<file path="src/rtl/proc_dpath_muldiv_if.sv">
// Request/response bus between the pipeline (master) and the mul/div unit (slave).
// Both channels use valid/ready: a transfer happens on a rising clk edge where
// valid and ready are both high; the sender keeps its payload stable while
// valid is high and ready is low, and ready never depends on valid.
interface proc_dpath_muldiv_if #(parameter int p_nbits = 32);
  logic               req_val;
  logic               req_rdy;
  logic [2:0]         req_fn;
  logic [p_nbits-1:0] req_a;
  logic [p_nbits-1:0] req_b;
  logic               resp_val;
  logic               resp_rdy;
  logic [p_nbits-1:0] resp_msg;

  modport master (
    output req_val, req_fn, req_a, req_b, resp_rdy,
    input  req_rdy, resp_val, resp_msg
  );

  modport slave (
    input  req_val, req_fn, req_a, req_b, resp_rdy,
    output req_rdy, resp_val, resp_msg
  );
endinterface

</file>
<file path="src/rtl/proc_dpath_muldiv.sv">
// Iterative RISC-V M-extension multiply/divide unit for the X stage.
// One multiplier/quotient bit per CALC cycle over operand magnitudes; signs are
// re-applied on the final iteration. Divide-by-zero and signed overflow finish
// straight from IDLE. kill aborts whatever is in flight.
module proc_dpath_muldiv #(
  parameter int p_nbits = 32
) (
  input  logic                 clk,
  input  logic                 reset,
  input  logic                 kill,
  proc_dpath_muldiv_if.slave   bus,
  output logic [1:0]           dbg_state
);

  localparam int CW = $clog2(p_nbits) + 1;
  localparam logic [CW-1:0] LAST = CW'(p_nbits - 1);

  typedef enum logic [1:0] {
    IDLE = 2'd0,
    CALC = 2'd1,
    DONE = 2'd2
  } state_t;

  state_t                 state;
  logic [2:0]             fn;
  logic                   sign_a;
  logic                   sign_b;
  logic [p_nbits-1:0]     opb;   // multiplicand (mul) or divisor (div) magnitude
  logic [2*p_nbits-1:0]   acc;   // mul: {partial product, multiplier}; div: low half = dividend/quotient
  logic [p_nbits:0]       rem;
  logic [CW-1:0]          cnt;

  // Request decode
  logic               is_div, a_signed, b_signed, a_neg, b_neg;
  logic               b_zero, ovf, special, req_go;
  logic [p_nbits-1:0] mag_a, mag_b, special_res;

  assign is_div   = bus.req_fn[2];
  assign a_signed = (bus.req_fn == 3'b000) || (bus.req_fn == 3'b001) || (bus.req_fn == 3'b010)
                 || (bus.req_fn == 3'b100) || (bus.req_fn == 3'b110);
  assign b_signed = (bus.req_fn == 3'b000) || (bus.req_fn == 3'b001)
                 || (bus.req_fn == 3'b100) || (bus.req_fn == 3'b110);
  assign a_neg    = a_signed && bus.req_a[p_nbits-1];
  assign b_neg    = b_signed && bus.req_b[p_nbits-1];
  assign mag_a    = a_neg ? (~bus.req_a + 1'b1) : bus.req_a;
  assign mag_b    = b_neg ? (~bus.req_b + 1'b1) : bus.req_b;
  assign b_zero   = (bus.req_b == '0);
  assign ovf      = ((bus.req_fn == 3'b100) || (bus.req_fn == 3'b110))
                 && (bus.req_a == {1'b1, {(p_nbits-1){1'b0}}}) && (&bus.req_b);
  assign special  = is_div && (b_zero || ovf);
  // fn[1] separates REM/REMU from DIV/DIVU
  assign special_res = b_zero ? (bus.req_fn[1] ? bus.req_a : '1)
                              : (bus.req_fn[1] ? '0 : bus.req_a);

  assign bus.req_rdy  = (state == IDLE) && !kill && !reset;
  assign bus.resp_val = (state == DONE) && !kill;
  assign req_go       = bus.req_val && bus.req_rdy;
  assign dbg_state    = state;

  // One shift-add / restoring-divide step
  logic [p_nbits:0]     mul_sum;
  logic [2*p_nbits-1:0] mul_nxt;
  logic [p_nbits:0]     div_shift, div_diff, rem_nxt;
  logic                 div_ge;
  logic [p_nbits-1:0]   quo_nxt;

  assign mul_sum   = {1'b0, acc[2*p_nbits-1:p_nbits]} + {1'b0, (acc[0] ? opb : {p_nbits{1'b0}})};
  assign mul_nxt   = {mul_sum, acc[p_nbits-1:1]};
  assign div_shift = {rem[p_nbits-1:0], acc[p_nbits-1]};
  assign div_diff  = div_shift - {1'b0, opb};
  assign div_ge    = (div_shift >= {1'b0, opb});
  assign rem_nxt   = div_ge ? div_diff : div_shift;
  assign quo_nxt   = {acc[p_nbits-2:0], div_ge};

  // Signed fix-up and result select for the final iteration
  logic [2*p_nbits-1:0] prod_fin;
  logic [p_nbits-1:0]   quo_fin, rem_fin, result;

  assign prod_fin = (sign_a ^ sign_b) ? (~mul_nxt + 1'b1) : mul_nxt;
  assign quo_fin  = (sign_a ^ sign_b) ? (~quo_nxt + 1'b1) : quo_nxt;
  assign rem_fin  = sign_a ? (~rem_nxt[p_nbits-1:0] + 1'b1) : rem_nxt[p_nbits-1:0];

  // Pick the half / quotient / remainder the latched op asks for
  always_comb begin
    result = prod_fin[p_nbits-1:0];
    case (fn)
      3'b000:                 result = prod_fin[p_nbits-1:0];
      3'b001, 3'b010, 3'b011: result = prod_fin[2*p_nbits-1:p_nbits];
      3'b100, 3'b101:         result = quo_fin;
      default:                result = rem_fin;
    endcase
  end

  // Control FSM plus iterative datapath registers
  always_ff @(posedge clk or posedge reset) begin
    if (reset) begin
      state        <= IDLE;
      fn           <= '0;
      sign_a       <= 1'b0;
      sign_b       <= 1'b0;
      opb          <= '0;
      acc          <= '0;
      rem          <= '0;
      cnt          <= '0;
      bus.resp_msg <= '0;
    end else if (kill) begin
      state <= IDLE;
    end else begin
      case (state)
        IDLE: begin
          if (req_go) begin
            fn     <= bus.req_fn;
            sign_a <= a_neg;
            sign_b <= b_neg;
            cnt    <= '0;
            rem    <= '0;
            opb    <= is_div ? mag_b : mag_a;
            acc    <= {{p_nbits{1'b0}}, (is_div ? mag_a : mag_b)};
            if (special) begin
              bus.resp_msg <= special_res;
              state        <= DONE;
            end else begin
              state <= CALC;
            end
          end
        end
        CALC: begin
          if (fn[2]) begin
            acc[p_nbits-1:0] <= quo_nxt;
            rem              <= rem_nxt;
          end else begin
            acc <= mul_nxt;
          end
          if (cnt == LAST) begin
            bus.resp_msg <= result;
            state        <= DONE;
          end else begin
            cnt <= cnt + 1'b1;
          end
        end
        DONE: begin
          if (bus.resp_val && bus.resp_rdy) state <= IDLE;
        end
        default: state <= IDLE;
      endcase
    end
  end

endmodule

</file>
<file path="src/flat_wrapper.sv">
// flat-port wrapper written by rule: the top's interface ports become plain ports
module proc_dpath_muldiv_flat 
#(
  parameter int p_nbits = 32
)
  (clk, reset, kill, dbg_state, bus_req_val, bus_req_fn, bus_req_a, bus_req_b, bus_resp_rdy, bus_req_rdy, bus_resp_val, bus_resp_msg);
  proc_dpath_muldiv_if #(.p_nbits(p_nbits)) bus_i ();
  input  logic clk;
  input  logic reset;
  input  logic kill;
  output logic [1:0] dbg_state;
  input wire logic [$bits(bus_i.req_val)-1:0] bus_req_val;
  input wire logic [$bits(bus_i.req_fn)-1:0] bus_req_fn;
  input wire logic [$bits(bus_i.req_a)-1:0] bus_req_a;
  input wire logic [$bits(bus_i.req_b)-1:0] bus_req_b;
  input wire logic [$bits(bus_i.resp_rdy)-1:0] bus_resp_rdy;
  output wire logic [$bits(bus_i.req_rdy)-1:0] bus_req_rdy;
  output wire logic [$bits(bus_i.resp_val)-1:0] bus_resp_val;
  output wire logic [$bits(bus_i.resp_msg)-1:0] bus_resp_msg;
  assign bus_i.req_val = bus_req_val;
  assign bus_i.req_fn = bus_req_fn;
  assign bus_i.req_a = bus_req_a;
  assign bus_i.req_b = bus_req_b;
  assign bus_i.resp_rdy = bus_resp_rdy;
  assign bus_req_rdy = bus_i.req_rdy;
  assign bus_resp_val = bus_i.resp_val;
  assign bus_resp_msg = bus_i.resp_msg;
  proc_dpath_muldiv #(.p_nbits(p_nbits)) u_core (.clk(clk), .reset(reset), .kill(kill), .bus(bus_i), .dbg_state(dbg_state));
endmodule
</file>
<file path="config.mk">
export PLATFORM = sky130hd
export DESIGN_NAME = proc_dpath_muldiv_flat
export DESIGN_NICKNAME = d
export VERILOG_FILES = /design/src/rtl/proc_dpath_muldiv_if.sv /design/src/rtl/proc_dpath_muldiv.sv /design/src/flat_wrapper.sv
export SDC_FILE = /design/constraint.sdc
export NUM_CORES = 1
export LEC_CHECK = 0
export CORE_UTILIZATION = 29
export DETAILED_ROUTE_END_ITERATION = 16
export HOLD_SLACK_MARGIN = 0.03
export PLACE_DENSITY = 0.52
export SYNTH_ARGS = -nofsm -noshare
export SYNTH_HDL_FRONTEND = slang
export SYNTH_SLANG_ARGS = --single-unit
</file>
<file path="constraint.sdc">
create_clock -name clk -period 7.3 [get_ports clk]
set_input_delay 1.46 -clock clk [delete_from_list [all_inputs] [get_ports clk]]
set_output_delay 1.46 -clock clk [all_outputs]
set_load 0.005 [all_outputs]
</file>
Yosys cells after proc, flatten, opt, wreduce, memory -nomap -nowiden
Cells that the tools add are included.

Register bits after elaboration: 173. Input port bits: 72. Logic and storage cells: 116.

$add $sub $neg: 8. Magnitude comparators: 1. Equal/unequal tests: 22. Muxes and demuxes: 33. Bitwise logic cells: 7. Reduce and logical (&&, ||, !) cells: 35.

Operators by type and width (number): $mux W32 (18); $add A32 B1 Y32 const B (4); $mux W64 (2); $not A32 Y32 (4); $pmux W32 S2 (2); $pmux W64 S2 (1); $pmux W32 S3 (1); $add A64 B1 Y64 const B (1); $not A64 Y64 (1); $add A32 B32 Y33 (1); $ge A33 B32 Y1 (1); $eq A32 B32 Y1 const B (1); $logic_not A32 Y1 (1); $reduce_and A32 Y1 (1); $sub A32 B32 Y32 (1); $eq A3 B3 Y1 const B (4); $mux W6 (2); $pmux W6 S2 (1); $reduce_and A4 Y1 (3); $logic_and A1 B1 Y1 (10); $mux W2 (5); $eq A3 B2 Y1 const B (3); $reduce_and A3 Y1 (3); $logic_or A1 B1 Y1 (8); 19 further kinds (27).

Logic depth before layout (Yosys ltp)
Depth after elaboration: 10. Mapped depth: 23. Gate-level depth less buffers: 18.

Worst setup path after synthesis
Ideal clock, no wire load.

Path type: flip-flop to flip-flop. Start point: register u_core.acc[31]. End point: register u_core.bus.resp_msg[28]. Setup time: 0.136 ns. Arrival: 5.016 ns. Data required time: 7.164 ns. Slack: 2.148 ns. Cell stages (with the launch flop): 24. Path buffers: 5. Clock period less this slack: 5.152 ns. Cell sequence: dfrtp_1 -> clkbuf_1 -> inv_1 -> ha_1 -> nand2b_1 -> a211oi_2 -> o21ai_1 -> a2111oi_2 -> or3_1 -> buf_4 -> buf_4 -> buf_2 -> buf_2 -> nand2_1 -> o21ai_0 -> ha_1 -> nand3_1 -> or4_1 -> mux2i_1 -> o2111ai_1 -> or4_1 -> o21ai_1 -> xor2_1 -> o211ai_1.

Longest elaborated chain between the ends: 8. Elaborated cells between the ends (all ways): 15. Those cells by class: 4 x add/sub; 1 x order compare; 7 x mux; 3 x bitwise.

RTL lines: start, declared (line proc_dpath_muldiv.sv:29) `logic [2*p_nbits-1:0] acc;`; start signal, assigned (line proc_dpath_muldiv.sv:118) `acc <= {{p_nbits{1'b0}}, (is_div ? mag_a : mag_b)};`; start signal, assigned by index (line proc_dpath_muldiv.sv:129) `acc[p_nbits-1:0] <= quo_nxt;`; start signal, assigned (line proc_dpath_muldiv.sv:132) `acc <= mul_nxt;`; $sub A32 B32 Y32 or $ge A33 B32 Y1 (tied branches) (line proc_dpath_muldiv.sv:70, proc_dpath_muldiv.sv:71); $mux W32 (line proc_dpath_muldiv.sv:72) `assign rem_nxt = div_ge ? div_diff : div_shift;`; $not A32 Y32 (line proc_dpath_muldiv.sv:81) `assign rem_fin = sign_a ? (~rem_nxt[p_nbits-1:0] + 1'b1) : rem_nxt[p_nbits-1:0];`; $add A32 B1 Y32 (line proc_dpath_muldiv.sv:81); $mux W32 (line proc_dpath_muldiv.sv:81); $pmux W32 S3 (*) (line proc_dpath_muldiv.sv:86) `case (fn)`; $mux W32 (*) (line proc_dpath_muldiv.sv:134) `if (cnt == LAST) begin`; $pmux W32 S2 (*) (line proc_dpath_muldiv.sv:109) `case (state)`; end signal, assigned (line proc_dpath_muldiv.sv:120) `bus.resp_msg <= special_res;`; end signal, assigned (line proc_dpath_muldiv.sv:135) `bus.resp_msg <= result;`; end, declared (line proc_dpath_muldiv_if.sv:22) `output req_rdy, resp_val, resp_msg`.

Every way passes the cells marked *; elsewhere a longest branch is shown, timed or not. The select of a mux whose other input is x is not followed. A chain may end at the register's enable or synchronous reset.

Worst setup path in the final report
Start point: register u_core.rem[7]. End point: register u_core.bus.resp_msg[28].

Longest elaborated chain between the ends: 8. Elaborated cells between the ends (all ways): 12. Those cells by class: 3 x add/sub; 1 x order compare; 6 x mux; 2 x bitwise.

RTL lines: start, declared (line proc_dpath_muldiv.sv:30) `logic [p_nbits:0] rem;`; start signal, assigned (line proc_dpath_muldiv.sv:130) `rem <= rem_nxt;`; $sub A32 B32 Y32 or $ge A33 B32 Y1 (tied branches) (line proc_dpath_muldiv.sv:70, proc_dpath_muldiv.sv:71); $mux W32 (line proc_dpath_muldiv.sv:72); $not A32 Y32 (line proc_dpath_muldiv.sv:81); $add A32 B1 Y32 (line proc_dpath_muldiv.sv:81); $mux W32 (line proc_dpath_muldiv.sv:81); $pmux W32 S3 (*) (line proc_dpath_muldiv.sv:86); $mux W32 (*) (line proc_dpath_muldiv.sv:134); $pmux W32 S2 (*) (line proc_dpath_muldiv.sv:109).

Marks and branches as above.

==> reports/metrics.cfg <==
[setup_path]
crit-reg2reg-launch=u_core.rem[7]
cp-end-kind=flop
crit_path_start=u_core.rem[7]
r2r-end=u_core.bus.resp_msg[28]
critPathKind=flop to flop
worstRegToRegCells=16
worstPathRequired_ns=7.67
arrival_ns=6.15
start_kind=flop
r2r_slack_ns=1.52
crit_fanout=6

[power]
swShare=0.496
clock_power_share=0.185
power_density_nw_per_um2=262
combinationalPowerShare=0.551
power_frac_seq=0.264
p_leak_uw=0.00821
power.internal_uw=2730
switchingPower_uw=2680
ir_worst_vdd_mv=0.165

[timing]
finalCriticalPeriod_ns=5.78
period_share=0.791
layout_setup_ws_ns=1.52
holdWs_ns=0.479
fin_skew_ns=0.0140
fin_setup_tns_ns=0
tightest_slew_ns=1.41
hold_viol=0
relSlewSlack=0.0555
rsz0062_at_grt=no
finalMaxSlewViolations=0
max_freq_ghz=0.173
setup_viol=0

[finish]
n_fill_cell=6680
num_antenna_cells=0
fin_util=0.333
finalNetCount=2623
drive_gt1_frac=0.0558
area_growth_pct=12.3

[drt]
post_drt_wl_per_cell_um=25.3
viasPerCell=5.88
drt_iter0_drc=2157
vias=19600
first_pass_iters=6
postRouteWirelength_um=84400
ant_nets=0
drc=0

[grt]
grt.total_usage=0.260
top_usage_layer=met2
grtUsageMet3=0.0427
grt_pass1_vias=18200
grt-ovfl-total=0
antenna_found_initial=5
grt_max_degree=97
grt_use_met2=0.389
grt_pass1_wl_um=123000
gr-usage-met1=0.356

[logic_synthesis]
synth_area_leaders=dfrtp_1, o21ai_0, nor2_1, nand2_1, a21oi_1
synth_top_flop_cell=dfrtp_1
yosys.area_share.adder=0.0635
synth.net_count=2649
synth-compound-area-share=0.270
muxShareOfSynthArea=0.0438
synth.top_cell.area_share=0.235
synth-edff-count=0
synth_cells=2504
synth_cell_types=100
async_flop_share=1.00
synth_area_sq_um=18400
synth_top_cells_by_count=nor2_1, nand2_1, o21ai_0
ys_ff_latch=173
synth_top_family_by_area=compound AO/OA/AOI/OAI gates
synth-simple-area-share=0.232
syn_area_per_cell_sq_um=7.35
synth_warnings=0
yosys.area.top_type=dfrtp_1
yosysMostFrequentCell=nor2_1
yosysSeqAreaShare=0.235
synthXorXnorAreaFrac=0.0990

[clock_network]
clock-sinks=173
cts_root_buf=clkbuf_16
cts_made_buffers=17
clk_path_buf_depth=2
ctsHtreeMaxLevel=4
tritoncts=done
ctsResizeCount=0
cts_hold_buf=0
path_clk_slew_ns=0.07
clk_latency_ns=0.51
cts_setup_buffers=0

[hold_path]
min_to=u_core.opb[11]
hold_path_depth=2
worstHoldStart=u_core.opb[11]
min_path_type=flop to flop

[floorplanning]
core-area_sq_um=62200
ioPinCount=108
die_h_um=254
rows=91
initial_utilization=0.296
die_area_sq_um=64500
die_w_um=254

[placement]
dp_slack_ns=1.54
dp_hpwl_um=66000
place.gp.congestion=0.985
port_buffers=107

[run]
cap_violations=0

[outcome]
outcome=finished clean

==> power by group through the flow <==
stage	Sequential (uW)	Combinational [uW]	Clock [uW]
after floorplan	1230	2110	0
after global placement	1430	2910	0
after detailed placement	1430	2930	0
after CTS	1410	2940	1020
after global routing	1440	3210	1050
final	1430	2980	1000
==> cell type report <==
type	instances	area [sq um]	area share
repair buffers	138	1300	0.0628
flip-flops and latches	173	4330	0.209
multi-input cells	2073	13100	0.634
clock buffers	18	439	0.0212
inverters	75	287	0.0139
clock inverters	14	161	0.00781
well taps	837	1050	0.0507
==> logic make-up after synthesis <==
group	Yosys count
xor+xnor	208
flops	173
compound gates	781
simple gates	908
buf+inv	258
mux	79
fa+ha+maj	97
==> layout by cell type, fill, tap and decap left out, types with 31 or more instances in the layout <==
master	netlist	layout
nand4_1	32	32
o21ai_0	241	240
nand2_1	285	285
mux2i_1	66	66
ha_1	71	71
o31ai_1	35	35
nor2_1	300	299
xnor2_1	109	108
a31oi_1	37	37
xor2_1	99	98
dfrtp_1	173	172
inv_1	73	72
a21oi_1	204	204
nand3_1	41	41
buf_4	5	31
clkdlybuf4s50_1	0	106
nor3_1	68	67
==> worst max-delay path, stage by stage (launching register included) <==
cell and delay (ns):
dfrtp_1 0.45, ha_1 0.40, a21oi_1 0.30, o21ai_0 0.23, nor2_1 0.35, a2111oi_2 0.17
or3_2 0.58, o21ai_0 0.40, ha_1 0.29, nand3_1 0.08, or4_1 0.43, mux2i_1 0.47
o2111ai_1 0.44, or4_1 0.59, o21ai_1 0.15, xor2_1 0.18, o211ai_1 0.11
==> registers in the layout, indices dropped and copies added, names as in the netlist <==
| name | flops |
|---|---|
| u_core.fn | 3 |
| u_core.bus.resp_msg | 32 |
| u_core.opb | 32 |
| u_core.sign_b | 1 |
| u_core.sign_a | 1 |
| u_core.cnt | 6 |
| u_core.acc | 64 |
| u_core.rem | 32 |
| u_core.dbg_state | 2 |
==> worst max-delay path by stage <==
stage	endpoint	slack (ns)
finish	u_core.bus.resp_msg[28]	1.52
global route	u_core.bus.resp_msg[28]	1.27
CTS	u_core.bus.resp_msg[28]	1.67
detailed placement	u_core.bus.resp_msg[30]	1.54
global placement	u_core.bus.resp_msg[30]	1.56
floorplan	u_core.acc[0]	1.15
==> per-layer routing <==
| metal | vias to the layer above | wire length (um) |
|---|---|---|
| li1 | 8997 | - |
| met1 | 9489 | 37100 |
| met2 | 930 | 35800 |
| met3 | 138 | 6850 |
| met4 | 4 | 4590 |
| met5 | - | 27 |
==> per-stage QoR <==
stage	total power [uW]	cell area (sq um)	cells
finish	5410	20700	3328
global route	5700	20700	3328
CTS	5370	20700	3328
detailed placement	4360	20100	3296
global placement	4340	20100	3296
floorplan	3340	18400	2504
Power figures use the tool's default switching activity.
